--- src/rtl/if_stage_if.sv ---
// Fetch-side bundle: ID handshake (stall/redirect), instruction-memory request/response
// and the IF_ID pipeline register. if_stage uses the master view.
interface if_stage_if #(
  parameter int SIZE = 32
);
  logic              stall;
  logic              redirect_valid;
  logic [SIZE-1:0]   redirect_pc;
  logic              imem_req;
  logic [SIZE-1:0]   imem_addr;
  logic              imem_ready;
  logic              imem_rvalid;
  logic [SIZE-1:0]   imem_rdata;
  logic [2*SIZE-1:0] IF_ID;
  logic              IF_ID_valid;

  modport master (
    input  stall, redirect_valid, redirect_pc, imem_ready, imem_rvalid, imem_rdata,
    output imem_req, imem_addr, IF_ID, IF_ID_valid
  );

  modport slave (
    output stall, redirect_valid, redirect_pc, imem_ready, imem_rvalid, imem_rdata,
    input  imem_req, imem_addr, IF_ID, IF_ID_valid
  );
endinterface

--- src/rtl/if_stage.sv ---
// Instruction-fetch stage: single-outstanding imem requests, prefetch FIFO, registered IF_ID.
// Optional IF_PERF_EN adds fetch_count / bubble_count performance counters.
module if_stage #(
  parameter int              SIZE       = 32,
  parameter logic [SIZE-1:0] RESET_PC   = '0,
  parameter int              FIFO_DEPTH = 2
) (
  input  logic        clk,
  input  logic        rst,
`ifdef IF_PERF_EN
  output logic [31:0] fetch_count,
  output logic [31:0] bubble_count,
`endif
  if_stage_if.master  bus
);

  localparam int              AW         = $clog2(FIFO_DEPTH);
  localparam int              CW         = AW + 1;
  localparam logic [CW-1:0]   DEPTH_C    = CW'(FIFO_DEPTH);
  localparam logic [SIZE-1:0] ALIGN_MASK = ~SIZE'(3);
  localparam logic [SIZE-1:0] PC_STEP    = SIZE'(4);

  localparam logic [1:0] ST_REQ     = 2'd0;
  localparam logic [1:0] ST_WAIT    = 2'd1;
  localparam logic [1:0] ST_DISCARD = 2'd2;

  logic [1:0]        r_state;
  logic [SIZE-1:0]   r_pc;
  logic [SIZE-1:0]   r_req_pc;
  logic              r_outstanding;
  logic [2*SIZE-1:0] r_fifo [FIFO_DEPTH];
  logic [AW-1:0]     r_wr_ptr;
  logic [AW-1:0]     r_rd_ptr;
  logic [CW-1:0]     r_count;
  logic [2*SIZE-1:0] r_if_id;
  logic              r_if_id_valid;

  logic [SIZE-1:0]   w_redir_pc;
  logic              w_credit;
  logic              w_req;
  logic              w_fire;
  logic              w_push;
  logic              w_load;
  logic              w_pop;

  // Credit counts the in-flight request so a returning word always has a FIFO slot.
  assign w_redir_pc = bus.redirect_pc & ALIGN_MASK;
  assign w_credit   = (r_count + CW'(r_outstanding)) < DEPTH_C;
  assign w_req      = (r_state == ST_REQ) && w_credit && !bus.redirect_valid;
  assign w_fire     = w_req && bus.imem_ready;
  assign w_push     = (r_state == ST_WAIT) && bus.imem_rvalid && !bus.redirect_valid;
  assign w_load     = !bus.redirect_valid && (!r_if_id_valid || !bus.stall);
  assign w_pop      = w_load && (r_count != '0);

  assign bus.imem_req    = w_req;
  assign bus.imem_addr   = r_pc;
  assign bus.IF_ID       = r_if_id;
  assign bus.IF_ID_valid = r_if_id_valid;

  // Fetch FSM and PC; a redirect retargets the PC but never cancels a request already accepted.
  always_ff @(posedge clk) begin
    if (rst) begin
      r_state       <= ST_REQ;
      r_pc          <= RESET_PC;
      r_req_pc      <= '0;
      r_outstanding <= 1'b0;
    end else begin
      case (r_state)
        ST_REQ: begin
          if (bus.redirect_valid) begin
            r_pc <= w_redir_pc;
          end else if (w_fire) begin
            r_req_pc      <= r_pc;
            r_pc          <= r_pc + PC_STEP;
            r_outstanding <= 1'b1;
            r_state       <= ST_WAIT;
          end
        end
        ST_WAIT, ST_DISCARD: begin
          if (bus.imem_rvalid) begin
            r_outstanding <= 1'b0;
            r_state       <= ST_REQ;
          end else if (bus.redirect_valid) begin
            r_state <= ST_DISCARD;
          end
          if (bus.redirect_valid) begin
            r_pc <= w_redir_pc;
          end
        end
        default: begin
          r_state       <= ST_REQ;
          r_outstanding <= 1'b0;
        end
      endcase
    end
  end

  // Prefetch storage; contents are don't-care while the pointers say empty.
  always_ff @(posedge clk) begin
    if (w_push) begin
      r_fifo[r_wr_ptr] <= {r_req_pc, bus.imem_rdata};
    end
  end

  // FIFO bookkeeping and the IF_ID register; redirect flushes both.
  always_ff @(posedge clk) begin
    if (rst) begin
      r_wr_ptr      <= '0;
      r_rd_ptr      <= '0;
      r_count       <= '0;
      r_if_id       <= '0;
      r_if_id_valid <= 1'b0;
    end else if (bus.redirect_valid) begin
      r_wr_ptr      <= '0;
      r_rd_ptr      <= '0;
      r_count       <= '0;
      r_if_id_valid <= 1'b0;
    end else begin
      if (w_push) begin
        r_wr_ptr <= r_wr_ptr + AW'(1);
      end
      if (w_pop) begin
        r_rd_ptr <= r_rd_ptr + AW'(1);
      end
      if (w_push && !w_pop) begin
        r_count <= r_count + CW'(1);
      end else if (w_pop && !w_push) begin
        r_count <= r_count - CW'(1);
      end
      if (w_load) begin
        if (w_pop) begin
          r_if_id       <= r_fifo[r_rd_ptr];
          r_if_id_valid <= 1'b1;
        end else begin
          r_if_id_valid <= 1'b0;
        end
      end
    end
  end

`ifdef IF_PERF_EN
  logic [31:0] r_fetch_count;
  logic [31:0] r_bubble_count;

  // Accepted requests and cycles where ID was ready but had nothing to take.
  always_ff @(posedge clk) begin
    if (rst) begin
      r_fetch_count  <= 32'd0;
      r_bubble_count <= 32'd0;
    end else begin
      if (w_fire) begin
        r_fetch_count <= r_fetch_count + 32'd1;
      end
      if (!r_if_id_valid && !bus.stall) begin
        r_bubble_count <= r_bubble_count + 32'd1;
      end
    end
  end

  assign fetch_count  = r_fetch_count;
  assign bubble_count = r_bubble_count;
`endif

endmodule

--- src/flat_wrapper.sv ---
// flat-port wrapper written by rule: the top's interface ports become plain ports
module if_stage_flat 
#(
  parameter int              SIZE       = 32,
  parameter logic [SIZE-1:0] RESET_PC   = '0,
  parameter int              FIFO_DEPTH = 2
)
  (clk, rst, bus_stall, bus_redirect_valid, bus_redirect_pc, bus_imem_ready, bus_imem_rvalid, bus_imem_rdata, bus_imem_req, bus_imem_addr, bus_IF_ID, bus_IF_ID_valid);
  if_stage_if #(.SIZE(SIZE)) bus_i ();
  input  logic clk;
  input  logic rst;
  input wire logic [$bits(bus_i.stall)-1:0] bus_stall;
  input wire logic [$bits(bus_i.redirect_valid)-1:0] bus_redirect_valid;
  input wire logic [$bits(bus_i.redirect_pc)-1:0] bus_redirect_pc;
  input wire logic [$bits(bus_i.imem_ready)-1:0] bus_imem_ready;
  input wire logic [$bits(bus_i.imem_rvalid)-1:0] bus_imem_rvalid;
  input wire logic [$bits(bus_i.imem_rdata)-1:0] bus_imem_rdata;
  output wire logic [$bits(bus_i.imem_req)-1:0] bus_imem_req;
  output wire logic [$bits(bus_i.imem_addr)-1:0] bus_imem_addr;
  output wire logic [$bits(bus_i.IF_ID)-1:0] bus_IF_ID;
  output wire logic [$bits(bus_i.IF_ID_valid)-1:0] bus_IF_ID_valid;
  assign bus_i.stall = bus_stall;
  assign bus_i.redirect_valid = bus_redirect_valid;
  assign bus_i.redirect_pc = bus_redirect_pc;
  assign bus_i.imem_ready = bus_imem_ready;
  assign bus_i.imem_rvalid = bus_imem_rvalid;
  assign bus_i.imem_rdata = bus_imem_rdata;
  assign bus_imem_req = bus_i.imem_req;
  assign bus_imem_addr = bus_i.imem_addr;
  assign bus_IF_ID = bus_i.IF_ID;
  assign bus_IF_ID_valid = bus_i.IF_ID_valid;
  if_stage #(.SIZE(SIZE), .RESET_PC(RESET_PC), .FIFO_DEPTH(FIFO_DEPTH)) u_core (.clk(clk), .rst(rst), .bus(bus_i));
endmodule
--- config.mk ---
export PLATFORM = sky130hd
export DESIGN_NAME = if_stage_flat
export DESIGN_NICKNAME = d
export VERILOG_FILES = /design/src/rtl/if_stage_if.sv /design/src/rtl/if_stage.sv /design/src/flat_wrapper.sv
export SDC_FILE = /design/constraint.sdc
export NUM_CORES = 1
export LEC_CHECK = 0
export ABC_AREA = 1
export CAP_MARGIN = 20
export CORE_ASPECT_RATIO = 1.75
export CORE_UTILIZATION = 53
export DETAILED_ROUTE_END_ITERATION = 8
export MAX_ROUTING_LAYER = met4
export PLACE_DENSITY = 0.8
export SLEW_MARGIN = 20
export SYNTH_ARGS = -nofsm -noshare
export SYNTH_HDL_FRONTEND = slang
export SYNTH_SLANG_ARGS = --single-unit
--- constraint.sdc ---
create_clock -name clk -period 4.48 [get_ports clk]
set_clock_uncertainty 0.05 [all_clocks]
set_input_delay 0.672 -clock clk [delete_from_list [all_inputs] [get_ports clk]]
set_output_delay 0.672 -clock clk [all_outputs]
set_load 0.02 [all_outputs]
==> results of run 1 <==
[cells in the final DEF (no fill, tap or decap)]
cell type        count
a21oi_1             43
a21oi_2             20
a31oi_1             63
buf_4                9
bufinv_16            1
clkbuf_1             4
clkbuf_16           24
clkbuf_8             4
clkdlybuf4s50_1    161
clkinv_1             1
clkinv_2             8
clkinvlp_4           1
conb_1               4
dfxtp_1            129
dfxtp_2              1
edfxtp_1           124
ha_1                 6
inv_1               39
inv_2                2
inv_4                1
mux2i_1              1
nand2_1            258
nand2_2              2
nand2_4              1
nand3_1             40
nand4_1              3
nor2_1             106
nor2_2               8
nor2_4               3
nor3_1               3
o21ai_0             83
o21ai_1             41
o21bai_2             1
xnor2_1              1
xor2_1               3
[state kept, by name, indices dropped and copies added, names as in the netlist]
name and cells:
u_core.r_fifo 124, u_core.bus.IF_ID 62, u_core.bus.imem_addr 30, u_core.r_req_pc 30, u_core.r_count 2, u_core.r_state 2
u_core.bus.IF_ID_valid 1, u_core.r_outstanding 1, u_core.r_rd_ptr 1, u_core.r_wr_ptr 1
[final cells by class]
cell class                      instances  area share, %
Tap cell                              238          2.387
Timing Repair Buffer                  170          13.46
Inverter                               45          1.404
Clock inverter                          8         0.5315
Multi-Input combinational cell        690          26.13
Sequential cell                       254          50.72
Clock buffer                           32          5.376
[how the worst max path moves through the flow]
| stage | startpoint | cells past startpoint | slack [ps] | to |
|---|---|---|---|---|
| floorplan | bus_redirect_valid | 3 | 450 | u_core.r_fifo[1][0] |
| global placement | bus_redirect_valid | 5 | 1460 | u_core.r_fifo[1][7] |
| detailed placement | bus_redirect_valid | 5 | 1400 | u_core.r_fifo[1][4] |
| CTS | bus_redirect_valid | 5 | 1580 | bus_imem_req |
| global route | bus_redirect_valid | 5 | 1490 | bus_imem_req |
| finish | bus_redirect_valid | 5 | 1570 | bus_imem_req |
[layer usage]
layer | vias to the layer above | track usage, %
li1 | 3849 | -
met1 | 3528 | 25.68
met2 | 234 | 42.77
met3 | 67 | 2.440
met4 | 0 | 13.39
met5 | - | -
[cells in the mapped netlist]
| library cell | number | area share, % |
|---|---|---|
| nand2_1 | 258 | 9.6 |
| dfxtp_1 | 130 | 26 |
| edfxtp_1 | 124 | 37 |
| nor2_1 | 109 | 4.1 |
| o21ai_0 | 83 | 4.1 |
| a31oi_1 | 63 | 3.9 |
| a21oi_1 | 43 | 2.1 |
| o21ai_1 | 41 | 2.0 |
| nand3_1 | 40 | 2.0 |
| inv_1 | 39 | 1.5 |
| clkbuf_1 | 33 | 1.2 |
| a21oi_2 | 20 | 1.7 |
| buf_2 | 14 | 0.70 |
| buf_4 | 8 | 0.60 |
| nor2_2 | 7 | 0.44 |
| ha_1 | 6 | 0.75 |
| buf_6 | 5 | 0.56 |
| inv_2 | 3 | 0.11 |
| nand4_1 | 3 | 0.19 |
| nor3_1 | 3 | 0.15 |
| xor2_1 | 3 | 0.26 |
| nand2_2 | 2 | 0.12 |
| buf_1 | 1 | 0.037 |
| clkinv_1 | 1 | 0.037 |
| clkinv_2 | 1 | 0.050 |
| conb_1 | 1 | 0.037 |
| inv_4 | 1 | 0.062 |
| mux2i_1 | 1 | 0.10 |
| nand2_4 | 1 | 0.11 |
| nor2_4 | 1 | 0.11 |
| o21bai_2 | 1 | 0.11 |
| xnor2_1 | 1 | 0.087 |
[per-stage QoR]
step	setup slack [ps]	instance area, µm²	instances	util [%]
5_1_grt	1495	12480	1437	67.14
4_1_cts	1581	12470	1437	67.14
3_5_place_dp	1396	11740	1397	63.17
6_report	1574	12480	1437	67.14
3_3_place_gp	1463	11740	1397	63.17
2_1_floorplan	447.4	10050	1050	-
[critical path: stages]
cell and delay, ps:
clkdlybuf4s50_1 500, inv_1 160, nand2_1 90, nor2_2 140, clkdlybuf4s50_1 620
[power groups by stage]
stage / logic [mW] / clock network, mW / registers [mW]
final: 1.59 / 1.90 / 2.98
after global placement: 1.55 / 0 / 3.02
after CTS: 1.59 / 1.94 / 2.98
after global routing: 1.77 / 2.03 / 3.02
after detailed placement: 1.58 / 0 / 3.02
after floorplan: 0.923 / 0 / 3.13
[cells by family after synthesis]
group           share of synthesized area, %
compound gates                         14.10
xor+xnor                              0.3489
fa+ha+maj                             0.7475
buf+inv                                4.846
flops                                  62.99
mux                                  0.09967
other cells                          0.03734
simple gates                           16.83
==> impl_metrics.tcl, run 1 <==
set metrics [dict create \
    wl_met1_um 8567 \
    wl_met3_um 957 \
    whs_ps 404.7 \
    hold_path_end "u_core.r_fifo[0][56]" \
    start_util_pct 54.05 \
    r2r_end "u_core.bus.imem_addr[20]" \
    cp_data_arrival_time_ps 2180 \
    grt_first_pass_wirelength_um 35880 \
    clock_path_buffers 3 \
    layout.nets 1259 \
    cts_hold_buf 0 \
    drv_cap 0 \
    vias_per_cell 5.343 \
    hp-start "u_core.r_req_pc[24]" \
    p_per_area_nw_per_um2 518.9 \
    syn_avg_cell_area_um2 9.593 \
    die_area_um2 19530 \
    vias 7678 \
    p_total_mw 6.473 \
    worstSetupPathType "input pin to output port" \
    diodes 0 \
    worstSetupEndpointType "output port" \
    path_clk_slew_ps 60 \
    io-pin-count 168 \
    reg2reg_slack_ps 1920 \
    finalSetupViolCount 0 \
    ctsResizeCount 0 \
    cellInternalPower_mw 4.435 \
    post-route-period-util_pct 64.86 \
    reg2reg_depth 9 \
    synth_warnings 0 \
    cts_buffers 22 \
    route.met2.wl_um 11860 \
    switching_share_pct 31.49 \
    drt_first_iter_violations 369 \
    power_frac_seq_pct 46.1 \
    maxSlewHeadroom_pct 30.12 \
    multi_input_area_um2 3259 \
    outcome "complete, no violations" \
    die_w_um 106.1 \
    combPwrFrac_pct 24.5 \
    dr.pass1.iters 6 \
    final-hold-violation-count 0 \
    numPortBuffers 161 \
    required_ps 3760 \
    yosysSeqAreaShare_pct 62.99 \
    clock-root-buffer "clkbuf_16" \
    rows 66 \
    cts_setup_buffers 0 \
    rsz0062_at_grt "false" \
    finalCriticalPeriod_ps 2906 \
    fmax_mhz 344.2 \
    drv_slew 0 \
    fillCellCount 1461 \
    syn_to_final_growth_pct 24.22 \
    ys_seq_elements 254 \
    worstHoldPathType "flop to flop" \
    switchingPower_mw 2.038 \
    ant_nets 0 \
    routed_wl_um 22660 \
    cts_tree "yes" \
    critical_path.startpoint_type "input pin" \
    clock_latency_ps 510 \
    gp_congestion 1.038 \
    h-tree-depth 1 \
    pwr-share-clk_pct 29.4 \
    cp_max_fo 5 \
    fin_tns_setup_ps 0 \
    track_usage_pct 23.91 \
    p_leak_nw 4.389 \
    seq_area_um2 6327 \
    worst_pin_slew_ps 1048 \
    whs_path_depth 0 \
    synth.cell_area_um2 10040 \
    synthCells 1047 \
    grt_max_degree 125 \
    synthDistinctLibCells 32 \
    r2r-start "u_core.r_state[0]" \
    drc 0 \
    antenna_found_initial 0 \
    wire_per_inst_um 15.77 \
    highest_layer "met4" \
    drive_above_1_share_pct 7.173 \
    cts_sinks 254 \
    gr-total-overflow 0 \
    grt_pass1_vias 7244 \
    die_h_um 184.1 \
    peakVddDrop_mv 0.4326 \
    place_hpwl_um 15070 \
    core_region_area_um2 18580 \
]
Power figures use the tool's default switching activity.
==> run 2: changes to the inputs <==
==> constraint.sdc (replaced) <==
create_clock -name clk -period 2.79 [get_ports clk]
set_clock_uncertainty 0.05 [all_clocks]
set_input_delay 0.4185 -clock clk [delete_from_list [all_inputs] [get_ports clk]]
set_output_delay 0.4185 -clock clk [all_outputs]
set_load 0.02 [all_outputs]
==> run 2 against run 1 <==
Net effect:
- flip-flop and latch count unchanged
- sequential power up 61%
- die area unchanged
- combinational power up 62%
- largest power group unchanged
- critical path depth unchanged
- register-to-register slack worse by 1200 ps
- largest cell class unchanged
- hold slack about the same
- clock power up 84%
- power up 68%
- routed wire length up 0.12%
- via count up 0.26%
- design area up 1.9%
==> impl_metrics.tcl, run 2 (synthesis gave the netlist of run 1 again) <==
set metrics [dict create \
    maxSlewHeadroom_pct 52.86 \
    core_region_area_um2 18580 \
    h-tree-depth 1 \
    vias 7698 \
    finalCriticalPeriod_ps 2473 \
    mostFrequentLayoutCell "nand2_1" \
    track_usage_pct 24.25 \
    whs_path_depth 0 \
    antenna_found_initial 0 \
    fin_tns_setup_ps 0 \
    routed_wl_um 22690 \
    seq_area_um2 6327 \
    reg2reg_depth 8 \
    required_ps 2320 \
    numPortBuffers 161 \
    layout_common_cells "nand2_1 (258), clkdlybuf4s50_1 (161), dfxtp_1 (129)" \
    rsz0062_at_grt "false" \
    die_w_um 106.1 \
    critical_path.startpoint_type "flop" \
    cpPeakStageDelay_ps 620 \
    gr-total-overflow 0 \
    die_h_um 184.1 \
    vias_per_cell 5.338 \
    drv_slew 0 \
    fillCellCount 1440 \
    gp_congestion 1.014 \
    cts_setup_buffers 0 \
    drive_above_1_share_pct 7.890 \
    rows 66 \
    layout.nets 1264 \
    fin_util_pct 68.39 \
    diodes 0 \
    cp_data_arrival_time_ps 2000 \
    cts_buffers 23 \
    stdcell_area_um2 12710 \
    peakVddDrop_mv 0.6305 \
    worstHoldPathType "flop to flop" \
    final-hold-violation-count 0 \
    io-pin-count 168 \
    critPathLaunch "u_core.r_state[1]" \
    regMostFlops "u_core.r_fifo" \
    worstSetupEndpoint "bus_imem_req" \
    syn_to_final_growth_pct 26.52 \
    path_clk_slew_ps 70 \
    cts_tree "yes" \
    worstPathCellList "inv_1 > ha_1 > nand2_1 > nor2_2 > clkdlybuf4s50_1" \
    wire_per_inst_um 15.73 \
    die_area_um2 19530 \
    worst_pin_slew_ps 707.1 \
    layout_setup_ws_ps 317.4 \
    grt_pass1_vias 7444 \
    clock_path_buffers 3 \
    outcome "complete, no violations" \
    cts_hold_buf 0 \
    slowest_stage "clkdlybuf4s50_1" \
    worstSetupEndpointType "output port" \
    reg2reg_slack_ps 700 \
    r2r_end "u_core.bus.imem_addr[9]" \
    largest_register_ffs 124 \
    fmax_mhz 404.4 \
    start_util_pct 54.05 \
    dr.pass1.iters 5 \
    grt_first_pass_wirelength_um 36270 \
    clock_latency_ps 510 \
    ant_nets 0 \
    cts_sinks 254 \
    grt_max_degree 125 \
    r2r-start "u_core.r_state[0]" \
    p_leak_nw 4.484 \
    cp_max_fo 4 \
    finalSetupViolCount 0 \
    worstSetupPathType "flop to output port" \
    place_area_um2 11860 \
    place_hpwl_um 15130 \
    ctsResizeCount 0 \
    post-route-period-util_pct 88.62 \
    multi_input_area_um2 3259 \
    drt_first_iter_violations 377 \
    p_per_area_nw_per_um2 855.3 \
    drv_cap 0 \
    drc 0 \
    clock-root-buffer "clkbuf_16" \
    pre_cts_slack_ps 408.7 \
]
## run 2: changes by cell type in the layout (fill, tap and decap cells not counted), sizes merged
cell and delta:
buf +4, clkinvlp +1, clkinv -3, inv +4, bufinv +5, clkbuf -6
## run 2: where the power goes
| group | internal (mW) | leakage (nW) | switching, mW | total [mW] |
|---|---|---|---|---|
| registers | 4.36 | 2.19 | 0.422 | 4.79 |
| clock network | 2.14 | 0.414 | 1.36 | 3.50 |
| logic | 1.02 | 1.88 | 1.56 | 2.58 |
## run 2: metal layers
metal | GRT usage (%) | part of all wire (%) | vias up
met5 | - | 0 | -
met4 | 12.78 | 5.1 | 0
met3 | 2.581 | 3.8 | 60
met2 | 44.65 | 53 | 209
met1 | 25.17 | 38 | 3563
li1 | - | - | 3866
## run 2: worst min-delay path by stage
| stage | slack, ps | startpoint | endpoint |
|---|---|---|---|
| 6_report | 400 | u_core.r_req_pc[5] | u_core.r_fifo[1][37] |
| 3_3_place_gp | 380 | u_core.r_req_pc[6] | u_core.r_fifo[1][38] |
| 2_1_floorplan | 370 | u_core.r_req_pc[2] | u_core.r_fifo[0][34] |
| 4_1_cts | 400 | u_core.r_req_pc[31] | u_core.r_fifo[0][63] |
| 5_1_grt | 410 | u_core.r_req_pc[5] | u_core.r_fifo[1][37] |
| 3_5_place_dp | 390 | u_core.r_req_pc[5] | u_core.r_fifo[1][37] |
## run 2: metrics by stage
step,instances,hold slack [ps],total power [mW]
after floorplan,1050,370.3,6.498
after global placement,1401,378.4,7.372
after detailed placement,1401,386.7,7.431
after CTS,1442,403.7,10.93
after global routing,1442,413.9,11.41
final,1442,404.3,10.87
## run 2: critical path: cells and delay by family, from the launching register on
kind                     cells  cell delay (ps)
AND/OR/NAND/NOR              2              230
adder cells (fa/ha/maj)      1              210
flip-flops                   1              310
buffers and inverters        2              740
## run 2: cell type report
| cell class | instances | share of cell area [%] |
|---|---|---|
| Clock buffer | 26 | 4.775 |
| Clock inverter | 15 | 1.930 |
| Inverter | 45 | 1.369 |
| Multi-Input combinational cell | 690 | 25.65 |
| Sequential cell | 254 | 49.79 |
| Tap cell | 238 | 2.343 |
| Timing Repair Buffer | 174 | 14.14 |
==> variant (flow settings as in run 1) <==
`FIFO_DEPTH` is set to 2 in 2 places; all go to 4.
--- a/src/rtl/if_stage.sv
+++ b/src/rtl/if_stage.sv
@@ -4,5 +4,5 @@
   parameter int              SIZE       = 32,
   parameter logic [SIZE-1:0] RESET_PC   = '0,
-  parameter int              FIFO_DEPTH = 2
+  parameter int              FIFO_DEPTH = 4
 ) (
   input  logic        clk,
--- a/src/flat_wrapper.sv
+++ b/src/flat_wrapper.sv
@@ -4,5 +4,5 @@
   parameter int              SIZE       = 32,
   parameter logic [SIZE-1:0] RESET_PC   = '0,
-  parameter int              FIFO_DEPTH = 2
+  parameter int              FIFO_DEPTH = 4
 )
   (clk, rst, bus_stall, bus_redirect_valid, bus_redirect_pc, bus_imem_ready, bus_imem_rvalid, bus_imem_rdata, bus_imem_req, bus_imem_addr, bus_IF_ID, bus_IF_ID_valid);
Formal check against the unedited RTL: no difference found for any inputs over 4 cycles, from zero or initial values and one cycle with rst high; that may be too few to reach the edited logic, so the function may still have changed.
==> variant against run 1 <==
Sequential cell count is 127 higher; clock power is 48% higher; largest power group unchanged; design area is 46% higher; routed wire length is 58% higher; via count rose by 44%; setup slack gained 57 ps; largest cell class unchanged; area after synthesis grew 52%; power increased by 32%.
==> variant: results <==
[worst_setup_path]
crit_fanout = 4
cp_slowest_stage_delay_ps = 620
critical-path-top-delay-family = "buffers and inverters"
cp_slowest_cell = "clkdlybuf4s50_1"
arrival_ps = 2130

[finish]
largest_register_ffs = 248
top_register = "u_core.r_fifo"
fin_nets = 1706
antenna_cells = 0
drive_gt1_share_pct = 5.94

[sta]
worst-slew-pin-transition_ps = 1020
setup_violations = 0

[synth]
synth-xor-area-share_pct = 0.287
synthFlopType = "edfxtp_1"
yosys_warnings = 0
ys_top_cells_by_count = "nor2_1 (370), o21ai_0 (251), edfxtp_1 (248)"
synth_edf_count = 248
synth.distinct_cells = 36
muxShareOfSynthArea_pct = 0
synth_area_leaders = "edfxtp_1 (49%), dfxtp_1 (17%), nor2_1 (9.1%)"
ys_seq_area_share_pct = 66.3
ys_async_sr_fraction_pct = 0
synth_fa_ha_area_share_pct = 0.952
synth-compound-area-share_pct = 12.7

[clock_tree]
clock_latency_ps = 520
cts_buffers = 34
ctsResizeCount = 0
post-cts-setup-buffer-count = 0
clk_pin_slew_ps = 70
htree_levels = 2
cts_buffer_depth = 3
clockRootBuffer = "clkbuf_16"

[placement]
port_buffers = 161
place_area_mm2 = 0.0171
gp_congestion = 0.935
dpl.hpwl_um = 21300

[drt]
wire_per_inst_um = 17.7
drtIter0Drc = 683
dr.pass1.iters = 7
post_drt_via_cell_ratio = 5.46

[hold_path]
hp-class = "flip-flop to flip-flop"

[power]
irDropWorstVdd_mv = 0.402
leakagePower_nw = 6.31

[grt]
gr-usage-all-layers_pct = 25.3
antenna_found_initial = 0
grt_max_degree = 128
grt_pass1_wl_um = 55200
grt_pass1_vias = 11000

[run_status]
status = "completed"
-- variant: changes by cell type after synthesis, sizes merged, moves of 4 or more --
| cell | delta |
|---|---|
| a21oi | -15 |
| inv | +13 |
| edfxtp | +124 |
| o21ai | +130 |
| buf | +24 |
| nor2 | +264 |
| nand2 | -102 |
| nand3 | -5 |
| ha | +4 |
-- variant: power by group --
| part | internal [mW] | switching (mW) |
|---|---|---|
| Sequential | 4.03 | 0.270 |
| Combinational | 0.580 | 0.873 |
| Clock | 1.58 | 1.24 |
| Total | 6.20 | 2.38 |
-- variant: logic make-up after synthesis --
family / count (synthesis)
and+or+nand+nor: 589
DFF: 381
adders and majority gates: 11
xor gates and xnor gates: 5
buffers and inverters: 144
other: 1
AOI/OAI and AO/OA: 368
-- variant: final timing paths --
path	from	end	slack [ps]	cells past startpoint
setup reg to reg	u_core.r_state[0]	u_core.bus.imem_addr[25]	1680	10
hold / removal	u_core.r_req_pc[16]	u_core.r_fifo[1][48]	430	0
hold reg to reg	u_core.r_req_pc[16]	u_core.r_fifo[1][48]	430	0
setup / recovery	bus_redirect_valid	bus_imem_req	1630	5
-- variant: routing by layer --
metal | part of all wire [%] | global-route usage, %
met1 | 38 | 26.8
met5 | 0 | -
met3 | 4.5 | 3.35
met4 | 3.5 | 11.7
met2 | 54 | 45.9
-- variant: per-stage QoR --
stage / total power [mW] / setup slack, ps / hold slack [ps] / instances
after detailed placement: 5.82 / 1300 / 429 / 1962
after global routing: 8.93 / 1420 / 464 / 2023
after floorplan: 5.21 / 393 / 393 / 1502
after global placement: 5.77 / 1330 / 406 / 1962
final: 8.58 / 1630 / 426 / 2023
after CTS: 8.62 / 1630 / 440 / 2023
-- variant: cell type report --
| class | instances | area (µm²) |
|---|---|---|
| Sequential cell | 381 | 10100 |
| Fill cell | 2155 | 9860 |
| Multi-Input combinational cell | 977 | 4550 |
| Timing Repair Buffer | 175 | 1790 |
| Clock buffer | 44 | 920 |
| Tap cell | 373 | 467 |
| Inverter | 56 | 213 |
| Clock inverter | 17 | 151 |
-- variant: worst register-to-register path: stages (launching register included) --
cell and delay [ps]:
dfxtp_1 380, inv_1 80, ha_1 330, inv_1 100
nand2_2 320, inv_1 800, buf_4 340, nor2_1 60
nor2_1 90, nand2_1 70, a21oi_1 110
